===== config.mk =====
export PLATFORM = sky130hd
export DESIGN_NAME = lock_code_sequencer
export DESIGN_NICKNAME = d
export VERILOG_FILES = /design/src/rtl/lock_pkg.sv /design/src/rtl/lock_cycle_timer.sv /design/src/rtl/lock_code_sequencer.sv
export SDC_FILE = /design/constraint.sdc
export NUM_CORES = 1
export LEC_CHECK = 0
export CORE_MARGIN = 5
export CORE_UTILIZATION = 50
export CTS_BUF_LIST = sky130_fd_sc_hd__clkbuf_16
export CTS_CLUSTER_SIZE = 40
export DETAILED_ROUTE_END_ITERATION = 7
export GPL_TIMING_DRIVEN = 1
export PLACE_DENSITY = 0.72
export SYNTH_ARGS = -nofsm -noshare
export SYNTH_HDL_FRONTEND = slang
export SYNTH_HIERARCHICAL = 1
export SYNTH_SLANG_ARGS = --single-unit

===== constraint.sdc =====
create_clock -name clock -period 3.5 [get_ports clock]
set_clock_uncertainty 0.1 [all_clocks]
set_input_delay 0.7 -clock clock [delete_from_list [all_inputs] [get_ports clock]]
set_output_delay 0.7 -clock clock [all_outputs]
set_load 0.05 [all_outputs]

===== src/rtl/lock_pkg.sv =====
// Shared definitions for the lock code sequencer: FSM state encodings,
// a constant ceil-log2 helper and the digit width derivation.
package lock_pkg;

  typedef enum logic [2:0] {
    ST_LOCKED   = 3'd0,
    ST_ENTRY    = 3'd1,
    ST_CHECK    = 3'd2,
    ST_UNLOCKED = 3'd3,
    ST_PROGRAM  = 3'd4,
    ST_ERROR    = 3'd5
  } lock_state_t;

  // Ceil(log2(value)); clog2(0) and clog2(1) both return 0.
  function automatic int clog2(input int unsigned value);
    int result;
    result = 0;
    for (int i = 0; i < 32; i++) begin
      if ((64'd1 << i) < 64'(value)) begin
        result = i + 1;
      end
    end
    return result;
  endfunction

  // Bits needed to hold a key index; at least one bit even for a single key.
  function automatic int digit_width(input int unsigned width);
    return (clog2(width) < 1) ? 1 : clog2(width);
  endfunction

endpackage


===== src/rtl/lock_cycle_timer.sv =====
// Loadable down-counter with a one-cycle expiry indication. Shared by the
// inactivity timeout and the ERROR/lockout hold, which never overlap.
// Loading N makes o_expire assert in the N-th cycle after the load.
module lock_cycle_timer #(
  parameter int W = 32
) (
  input  logic         i_clk,
  input  logic         i_rst_n,
  input  logic         i_load,
  input  logic [W-1:0] i_value,
  output logic         o_expire
);

  logic [W-1:0] r_count;

  // Reload on request, otherwise count down and stop at zero (never wraps).
  always_ff @(posedge i_clk or negedge i_rst_n) begin
    if (!i_rst_n) begin
      r_count <= '0;
    end else if (i_load) begin
      r_count <= i_value;
    end else if (r_count != '0) begin
      r_count <= r_count - W'(1);
    end
  end

  assign o_expire = (r_count == W'(1));

endmodule


===== src/rtl/lock_code_sequencer.sv =====
// Code-entry controller for the digital lock. Consumes one-cycle keyEdge
// pulses as digits, compares a CODE_LENGTH-digit sequence against the stored
// code and drives locked/unlocked/error status. While unlocked the stored
// code can be reprogrammed from the keypad.
// Optional build macro LOCK_FAIL_LOCKOUT_EN adds a consecutive-failure
// counter that stretches the MAX_FAILS-th ERROR to LOCKOUT_CYCLES with
// lockout asserted.
module lock_code_sequencer
  import lock_pkg::*;
#(
  parameter int          WIDTH          = 4,
  parameter int          CODE_LENGTH    = 4,
  parameter logic [CODE_LENGTH*digit_width(WIDTH)-1:0] RESET_CODE = 8'hE4,
  parameter int unsigned TIMEOUT_CYCLES = 50_000_000,
  parameter int unsigned ERROR_CYCLES   = 25_000_000,
  parameter int unsigned MAX_FAILS      = 3,
  parameter int unsigned LOCKOUT_CYCLES = 500_000_000
) (
  input  logic                             clock,
  input  logic                             reset,
  input  logic [WIDTH-1:0]                 keyEdge,
  input  logic                             lockCmd,
  input  logic                             setCode,
  output logic                             locked,
  output logic                             unlocked,
  output logic                             error,
  output logic                             lockout,
  output logic [clog2(CODE_LENGTH+1)-1:0]  digitCount,
  output logic [2:0]                       state
);

  localparam int DIGIT_W = digit_width(WIDTH);
  localparam int CODE_W  = CODE_LENGTH * DIGIT_W;
  localparam int CNT_W   = clog2(CODE_LENGTH + 1);

  localparam logic [CNT_W-1:0] CNT_FULL = CNT_W'(CODE_LENGTH);
  localparam logic [CNT_W-1:0] CNT_LAST = CNT_W'(CODE_LENGTH - 1);

  // One timer serves every hold, so it is sized for the longest one.
  localparam int unsigned HOLD_A   = (TIMEOUT_CYCLES > ERROR_CYCLES) ? TIMEOUT_CYCLES : ERROR_CYCLES;
  localparam int unsigned HOLD_MAX = (HOLD_A > LOCKOUT_CYCLES) ? HOLD_A : LOCKOUT_CYCLES;
  localparam int          TIMER_W  = clog2(HOLD_MAX + 1);

  localparam logic [TIMER_W-1:0] T_TIMEOUT = TIMER_W'(TIMEOUT_CYCLES);
  localparam logic [TIMER_W-1:0] T_ERROR   = TIMER_W'(ERROR_CYCLES);

  lock_state_t        r_state;
  lock_state_t        w_state_next;
  logic [CNT_W-1:0]   r_digit_count;
  logic [CNT_W-1:0]   w_count_next;
  logic               r_mismatch;
  logic               w_mismatch_next;
  logic [CODE_W-1:0]  r_code;
  logic [CODE_W-1:0]  r_shadow;
  logic [CODE_W-1:0]  w_shadow_merged;

  logic               w_key_any;
  logic               w_key_multi;
  logic [DIGIT_W-1:0] w_key_terms [WIDTH];
  logic [DIGIT_W-1:0] w_key_digit;
  logic [DIGIT_W-1:0] w_code_digit;
  logic               w_digit_bad;

  logic               w_timer_load;
  logic [TIMER_W-1:0] w_timer_value;
  logic               w_timer_expire;
  logic [TIMER_W-1:0] w_error_value;
  logic               w_lockout_active;
  logic               w_commit;
  logic               w_shadow_write;

  // ---------------------------------------------------------------------
  // Key decode: any bit set is a digit; more than one bit is never valid.
  // ---------------------------------------------------------------------
  assign w_key_any   = |keyEdge;
  assign w_key_multi = |(keyEdge & (keyEdge - WIDTH'(1)));

  for (genvar gi = 0; gi < WIDTH; gi++) begin : g_key_term
    assign w_key_terms[gi] = keyEdge[gi] ? DIGIT_W'(gi) : '0;
  end

  // OR of per-key index terms; exact for a one-hot keyEdge.
  always_comb begin
    w_key_digit = '0;
    for (int i = 0; i < WIDTH; i++) begin
      w_key_digit = w_key_digit | w_key_terms[i];
    end
  end

  // Stored code digit at the current entry position.
  always_comb begin
    w_code_digit = '0;
    for (int i = 0; i < CODE_LENGTH; i++) begin
      if (r_digit_count == CNT_W'(i)) begin
        w_code_digit = r_code[i*DIGIT_W +: DIGIT_W];
      end
    end
  end

  assign w_digit_bad = w_key_multi || (w_key_digit != w_code_digit);

  // Shadow code with the incoming digit dropped into slot digitCount.
  for (genvar gi = 0; gi < CODE_LENGTH; gi++) begin : g_shadow_slot
    assign w_shadow_merged[gi*DIGIT_W +: DIGIT_W] =
      (r_digit_count == CNT_W'(gi)) ? w_key_digit : r_shadow[gi*DIGIT_W +: DIGIT_W];
  end

  // ---------------------------------------------------------------------
  // Consecutive-failure lockout
  // ---------------------------------------------------------------------
`ifdef LOCK_FAIL_LOCKOUT_EN
  localparam int FAIL_W = (clog2(MAX_FAILS + 1) < 2) ? 2 : clog2(MAX_FAILS + 1);
  localparam logic [FAIL_W-1:0]  FAIL_LIMIT = FAIL_W'(MAX_FAILS);
  localparam logic [TIMER_W-1:0] T_LOCKOUT  = TIMER_W'(LOCKOUT_CYCLES);

  logic [FAIL_W-1:0] r_fail_count;
  logic [FAIL_W-1:0] w_fail_inc;
  logic              w_lockout_trip;
  logic              r_lockout_hold;

  assign w_fail_inc     = (r_fail_count == '1) ? r_fail_count : r_fail_count + FAIL_W'(1);
  assign w_lockout_trip = (w_fail_inc >= FAIL_LIMIT);
  assign w_error_value  = w_lockout_trip ? T_LOCKOUT : T_ERROR;

  // Count failed checks; a pass clears, and a completed lockout starts over.
  always_ff @(posedge clock or negedge reset) begin
    if (!reset) begin
      r_fail_count   <= '0;
      r_lockout_hold <= 1'b0;
    end else if (r_state == ST_CHECK) begin
      if (r_mismatch) begin
        r_fail_count   <= w_fail_inc;
        r_lockout_hold <= w_lockout_trip;
      end else begin
        r_fail_count   <= '0;
      end
    end else if ((r_state == ST_ERROR) && w_timer_expire && r_lockout_hold) begin
      r_fail_count   <= '0;
      r_lockout_hold <= 1'b0;
    end
  end

  assign w_lockout_active = r_lockout_hold;
`else
  assign w_error_value    = T_ERROR;
  assign w_lockout_active = 1'b0;
`endif

  // ---------------------------------------------------------------------
  // FSM
  // ---------------------------------------------------------------------

  // State register.
  always_ff @(posedge clock or negedge reset) begin
    if (!reset) begin
      r_state <= ST_LOCKED;
    end else begin
      r_state <= w_state_next;
    end
  end

  // Next state plus the datapath controls that go with each transition.
  always_comb begin
    w_state_next    = r_state;
    w_count_next    = r_digit_count;
    w_mismatch_next = r_mismatch;
    w_timer_load    = 1'b0;
    w_timer_value   = T_TIMEOUT;
    w_commit        = 1'b0;
    w_shadow_write  = 1'b0;
    case (r_state)
      ST_LOCKED: begin
        if (w_key_any) begin
          w_state_next    = ST_ENTRY;
          w_count_next    = CNT_W'(1);
          w_mismatch_next = w_digit_bad;
          w_timer_load    = 1'b1;
        end
      end
      ST_ENTRY: begin
        // A full sequence waits one cycle here before the verdict.
        if (r_digit_count == CNT_FULL) begin
          w_state_next = ST_CHECK;
        end else if (w_key_any) begin
          // A digit beats a simultaneous timeout and restarts the timer.
          w_count_next    = r_digit_count + CNT_W'(1);
          w_mismatch_next = r_mismatch | w_digit_bad;
          w_timer_load    = 1'b1;
        end else if (w_timer_expire) begin
          w_state_next    = ST_LOCKED;
          w_count_next    = '0;
          w_mismatch_next = 1'b0;
        end
      end
      ST_CHECK: begin
        w_count_next    = '0;
        w_mismatch_next = 1'b0;
        if (r_mismatch) begin
          w_state_next  = ST_ERROR;
          w_timer_load  = 1'b1;
          w_timer_value = w_error_value;
        end else begin
          w_state_next  = ST_UNLOCKED;
        end
      end
      ST_UNLOCKED: begin
        w_count_next = '0;
        if (lockCmd) begin
          w_state_next = ST_LOCKED;
        end else if (setCode) begin
          w_state_next = ST_PROGRAM;
          w_timer_load = 1'b1;
        end
      end
      ST_PROGRAM: begin
        if (w_key_any) begin
          if (w_key_multi) begin
            w_state_next = ST_UNLOCKED;
            w_count_next = '0;
          end else if (r_digit_count == CNT_LAST) begin
            w_state_next = ST_UNLOCKED;
            w_count_next = '0;
            w_commit     = 1'b1;
          end else begin
            w_count_next   = r_digit_count + CNT_W'(1);
            w_shadow_write = 1'b1;
            w_timer_load   = 1'b1;
          end
        end else if (w_timer_expire) begin
          w_state_next = ST_UNLOCKED;
          w_count_next = '0;
        end
      end
      ST_ERROR: begin
        w_count_next = '0;
        if (w_timer_expire) begin
          w_state_next = ST_LOCKED;
        end
      end
      default: begin
        w_state_next    = ST_LOCKED;
        w_count_next    = '0;
        w_mismatch_next = 1'b0;
      end
    endcase
  end

  // Status outputs decoded from the current state.
  always_comb begin
    locked   = 1'b0;
    unlocked = 1'b0;
    error    = 1'b0;
    lockout  = 1'b0;
    case (r_state)
      ST_LOCKED, ST_ENTRY, ST_CHECK: locked = 1'b1;
      ST_UNLOCKED, ST_PROGRAM:       unlocked = 1'b1;
      ST_ERROR: begin
        locked  = 1'b1;
        error   = 1'b1;
        lockout = w_lockout_active;
      end
      default:                       locked = 1'b1;
    endcase
  end

  // ---------------------------------------------------------------------
  // Datapath registers
  // ---------------------------------------------------------------------

  // Entry position and sticky mismatch for the sequence in progress.
  always_ff @(posedge clock or negedge reset) begin
    if (!reset) begin
      r_digit_count <= '0;
      r_mismatch    <= 1'b0;
    end else begin
      r_digit_count <= w_count_next;
      r_mismatch    <= w_mismatch_next;
    end
  end

  // Stored code and programming shadow; the final digit commits the merge.
  always_ff @(posedge clock or negedge reset) begin
    if (!reset) begin
      r_code   <= RESET_CODE;
      r_shadow <= '0;
    end else begin
      if (w_shadow_write) begin
        r_shadow <= w_shadow_merged;
      end
      if (w_commit) begin
        r_code <= w_shadow_merged;
      end
    end
  end

  lock_cycle_timer #(
    .W (TIMER_W)
  ) u_timer (
    .i_clk    (clock),
    .i_rst_n  (reset),
    .i_load   (w_timer_load),
    .i_value  (w_timer_value),
    .o_expire (w_timer_expire)
  );

  assign state      = r_state;
  assign digitCount = r_digit_count;

endmodule


==> metrics.yaml, run 1 <==
dp.final_hpwl_mm: 5.204
worstSetupPathType: "in2reg"
cts.sinks: 50
via_per_inst: 5.690
wire_per_inst_um: 14.81
worst-path-buf-inv: 3
powerDensity_mw_per_mm2: 837.5
hp-class: "in2async"
p_clk_share_pct: 15.3
post-route-util_pct: 58.68
grt_pass1_wl_mm: 13.18
p_seq_share_pct: 35.6
p_leak_nw: 1.484
synth_ff_type: "dfrtp_1"
switching_share_pct: 45.69
nets: 432
tightestPinTransition_ns: 0.9103
crit_family: "simple AND/OR/NAND/NOR gates"
grt_max_degree: 47
core_area_sq_mm: 0.006422
clk_pin_slew_ns: 0.07
final.fill_count: 576
vias: 2805
cap_violations: 0
io_pins: 18
die_h_um: 91.85
setup_viol: 0
grt_remaining_overflow: 0
io_buffer_count: 16
drt_iter0_markers: 149
postSynthCellCount: 383
place_congestion: 0.8637
cts_root_buffer: "clkbuf_16"
yosys-top-cells-area: "dfrtp_1 34%, o21ai_0 5.5%, a21oi_1 4.8%"
wirelength_mm: 7.302
row_count: 29
ys_ff_latch: 50
relSlewSlack_pct: 38.76
p_total_mw: 3.156
required_ns: 3.58
cts_setup_buffers: 0
worst_path_most_repeated_cell: "and3_1"
synth_async_sr_flop_share_pct: 100.0
grt_pass1_vias: 2869
crit_path_end_kind: "flip-flop"
crit_chain: "clkdlybuf4s50_1 > or4_1 > and3_1 > a21oi_1 > o21ai_1 > inv_1 > and3_1 > nand4b_1 > buf_4 > o21a_1 > o221a_1"
cp.arrival_ns: 3.15
post-route-min-period_ns: 3.071
cp_slowest_stage_delay_ns: 0.56
yosys.area.top_type: "dfrtp_1"
setup_ws_ns: 0.4294
yosysMostFrequentCell: "dfrtp_1"
die_area_sq_mm: 0.008436
reg2regPathDepth: 8
tritoncts: "done"
netlist_area_sq_mm: 0.003349
synth_common_cells: "46 x dfrtp_1, 37 x nand2_1, 37 x o21ai_0, 34 x nor2_1, 32 x a21oi_1"
synth_area_per_cell_sq_um: 8.745
max_freq_mhz: 325.7
area_growth_pct: 12.51
grt_usage_pct: 18.80
drv_slew: 0
yosysUniqueCellTypes: 62
drt_pass1_iterations: 4
cts_made_buffers: 5
switching_power_mw: 1.442
cp-start-kind: "primary input"
post-place-ws_ns: 0.1621
status: "finished, final reports clean"
final_layout_size_suffix_gt1_share_pct: 13.70
ctsLongestPathBuffers: 2
clock_latency_ns: 0.29
hold_ws_ns: 0.2305
htreeDepth: 2
fin_crit_sh_pct: 87.73
fp.dieW_um: 91.85
yosysWarnings: 6
start_util_pct: 52.15
holdBufCountCts: 0
critPathMaxFanout: 11
hold_viol_final: 0
antenna_found_initial: 0
rsz0062_at_grt: "no"
pwr-share-comb_pct: 49.1
ant_nets: 0
p_int_mw: 1.714
n_antenna_cell: 0
crit_cells: 11
critPathSlowestCell: "or4_1"
post_cts_resized: 0
ys_seq_area_share_pct: 37.50
route.detailed.drc: 0
vdd_drop_max_v: 0.0004190
synth_top_area_share_pct: 34.37
fin_tns_setup_ns: 0
synth-edff-count: 0
layout by cell type (no fill, tap or decap), types with 3 or more instances in the layout:
cell type        count
dfrtp_1             46
nand2_1             37
o21ai_0             36
nor2_1              34
a21oi_1             32
conb_1              20
inv_1               16
xnor2_1             15
clkdlybuf4s50_1     15
nand3_1             11
buf_4               11
o21ai_1             10
ha_1                 9
nor3_1               8
nor4_1               7
mux2_2               6
clkbuf_16            5
nor3_2               5
nand4_1              5
or4_1                4
nand2b_1             4
nor2b_1              4
o21a_1               4
mux2i_1              4
dfstp_2              4
xor2_1               4
nand3b_1             3
or3_1                3
or2_2                3
or4_4                3
a21oi_2              3
area by class of cell:
type / count / area, sq um / share of cell area (%)
Tap cell: 77 / 96.34 / 2.556
Sequential cell: 50 / 1256 / 33.33
Clock buffer: 5 / 125.1 / 3.320
Timing Repair Buffer: 27 / 237.7 / 6.308
Multi-Input combinational cell: 315 / 1972 / 52.32
Inverter: 16 / 60.06 / 1.594
Clock inverter: 3 / 21.27 / 0.5644
power by group through the flow:
stage                     sequential [mW]  combinational, mW  clock, mW
after floorplan                      1.14               1.17          0
after global placement               1.12               1.51          0
after detailed placement             1.13               1.54          0
after CTS                            1.12               1.55      0.499
after global routing                 1.17               1.73      0.531
final                                1.12               1.55      0.484
state kept, by name, summed over array words and instances, names as in the netlist:
register	flops
digitCount	3
u_timer/r_count	29
state	3
r_mismatch	1
r_shadow	6
r_code	8
final timing paths:
path                                         start             endpoint  slack [ns]
worst min-delay path                         reset   u_timer/r_count[4]        0.23
worst max-delay path                    keyEdge[2]  u_timer/r_count[10]        0.43
worst max register to register  u_timer/r_count[5]           r_mismatch        0.63
max in group asynchronous                    reset            r_code[5]        2.28
min in group clock                       r_code[0]            r_code[0]        0.39
worst min register to register           r_code[0]            r_code[0]        0.39
layer usage:
metal	track usage [%]	up-vias	part of all wire [%]
met1	24.78	1331	47
met4	5.446	0	1.1
met3	3.764	10	2.9
li1	-	1412	-
met2	31.39	52	49
met5	0	-	0
per-stage QoR:
stage | cells | instance area (sq um)
final | 493 | 3769
after global routing | 493 | 3769
after CTS | 493 | 3769
after detailed placement | 485 | 3622
after global placement | 485 | 3622
after floorplan | 401 | 3417
logic make-up (layout without fill, tap and decap cells):
kind of cell | after synthesis | after routing | share of synthesized area, %
AND/OR/NAND/NOR | 149 | 149 | 25.55
AO/OA/AOI/OAI | 107 | 107 | 19.20
flip-flops | 50 | 50 | 37.50
buffers and inverters | 36 | 51 | 5.641
XOR/XNOR | 19 | 19 | 4.968
adder cells (fa/ha/maj) | 10 | 10 | 3.698
multiplexers | 10 | 10 | 3.212
other | 2 | 20 | 0.2242
Note: power is estimated with default switching activity, not from simulation.
==> inputs of run 2 (changes only) <==
ABC_CLOCK_PERIOD_IN_PS = 3500   (was default)
==> results of run 2 <==
The final DEF is identical to that of run 1; final timing and power are the same.
==> inputs of run 3 (changes only) <==
CTS_CLUSTER_SIZE = default   (was 40)
PLACE_DENSITY = 0.69   (was 0.72)
==> run 3 against run 2 <==
Net effect:
- critical path depth decreased by 7
- fmax decreased by 4.6%
- final area increased by 0.83%
- non-clock buffer count increased by 1
- routed wire length increased by 0.30%
- highest routed layer unchanged
- critical path type is now reg2out
- largest power group unchanged
- total power increased by 1.9%
- combinational power about the same
- flip-flop and latch count unchanged
==> metrics.yaml, run 3 (synthesis gave the netlist of run 1 again) <==
crit_chain: "nor2b_1 > nand2_1 > o21ai_0 > clkdlybuf4s50_1"
placed_area_sq_mm: 0.003630
rr_startpoint: "u_timer/r_count[5]"
setup_viol: 0
grt_remaining_overflow: 0
rsz0062_at_grt: "no"
largest_reg_flops: 29
reg2regPathDepth: 8
drt_pass1_iterations: 4
nets: 433
post_cts_resized: 0
clock_latency_ns: 0.29
cts_root_buffer: "clkbuf_16"
status: "finished, final reports clean"
ctsLongestPathBuffers: 2
final_layout_size_suffix_gt1_share_pct: 13.91
crit_path_end_kind: "primary output"
via_per_inst: 5.700
drt_iter0_markers: 122
crit_start: "state[0]"
grt_max_degree: 47
hold_viol_final: 0
final.fill_count: 577
start_util_pct: 52.15
vias: 2816
post-route-min-period_ns: 3.220
reg2reg_slack_ns: 0.64
area_growth_pct: 13.45
p_leak_nw: 1.496
cts_setup_buffers: 0
antenna_found_initial: 0
grt_pass1_wl_mm: 12.78
holdBufCountCts: 0
cap_violations: 0
most-common-layout-cells: "46 x dfrtp_1, 37 x nand2_1, 36 x o21ai_0, 34 x nor2_1, 32 x a21oi_1"
die_area_sq_mm: 0.008436
final_area_sq_mm: 0.003800
tightestPinTransition_ns: 0.5666
critPathSlowestCell: "clkdlybuf4s50_1"
hp-class: "in2async"
cp-start-kind: "flip-flop"
p_total_mw: 3.217
worstSetupPathType: "reg2out"
critPathMaxFanout: 19
die_h_um: 91.85
dp.final_hpwl_mm: 5.228
layout_commonest_cell: "dfrtp_1"
post-place-ws_ns: 0.1940
powerDensity_mw_per_mm2: 846.6
max_freq_mhz: 310.6
clk_pin_slew_ns: 0.07
io_pins: 18
ant_nets: 0
setup_ws_ns: 0.2803
registers.top_by_ff_count: "u_timer/r_count"
wirelength_mm: 7.324
fin_tns_setup_ns: 0
drv_slew: 0
htreeDepth: 2
row_count: 29
fp.dieW_um: 91.85
place_congestion: 0.9127
grt_usage_pct: 18.16
grt_pass1_vias: 2796
core_area_sq_mm: 0.006422
largestRegisters: "u_timer/r_count: 29 flops, r_code: 8 flops, r_shadow: 6 flops"
fin_crit_sh_pct: 91.99
cts_made_buffers: 5
io_buffer_count: 16
hold_ws_ns: 0.2428
n_antenna_cell: 0
required_ns: 2.70
cts.sinks: 50
relSlewSlack_pct: 62.06
route.detailed.drc: 0
endpoint: "unlocked"
wire_per_inst_um: 14.83
cp.arrival_ns: 2.42
vdd_drop_max_v: 0.0004863
cp_slowest_stage_delay_ns: 0.85
reg2reg_to: "r_mismatch"
tritoncts: "done"
run 3: worst min path at each step:
stage	start	endpoint	depth (start not counted)	slack, ns
2_1_floorplan	reset	digitCount[0]	0	0.30
3_3_place_gp	r_code[4]	r_code[4]	2	0.36
3_5_place_dp	r_code[5]	r_code[5]	2	0.37
4_1_cts	reset	u_timer/r_count[3]	1	0.25
5_1_grt	reset	u_timer/r_count[8]	1	0.27
6_report	reset	u_timer/r_count[3]	1	0.24
run 3: final cells by class:
cell class              instances  area (sq um)  share of cell area [%]
clock buffers                   5         125.1                   3.293
clock inverters                 3         45.04                   1.185
inverters                      16         60.06                   1.581
multi-input cells             315          1972                   51.89
flip-flops and latches         50          1256                   33.06
well taps                      77         96.34                   2.535
repair buffers                 28         245.2                   6.454
run 3: critical path: cells and delay by family (launching register included):
family	cells	cell delay [ns]
buffers and inverters	1	0.85
AO/OA/AOI/OAI	1	0.11
AND/OR/NAND/NOR	2	0.52
flip-flops	1	0.66
run 3: routing by layer:
metal / wire [um] / vias to the layer above / global-route usage (%)
met4: 111 / 0 / 6.559
met1: 3446 / 1324 / 22.93
li1: - / 1421 / -
met3: 249 / 11 / 3.355
met5: 0 / - / 0
met2: 3517 / 60 / 31.08
run 3: metrics by stage:
| stage | utilization, % | std cells |
|---|---|---|
| final | 59.17 | 494 |
| after global routing | 59.17 | 494 |
| after CTS | 59.17 | 494 |
| after detailed placement | 56.52 | 486 |
| after global placement | 56.52 | 486 |
| after floorplan | - | 401 |
run 3: power breakdown:
part | internal, mW | leakage [nW] | total (mW) | switching (mW)
Combinational | 0.614 | 0.831 | 1.53 | 0.915
Sequential | 0.832 | 0.588 | 1.13 | 0.300
Clock | 0.337 | 0.0760 | 0.556 | 0.218
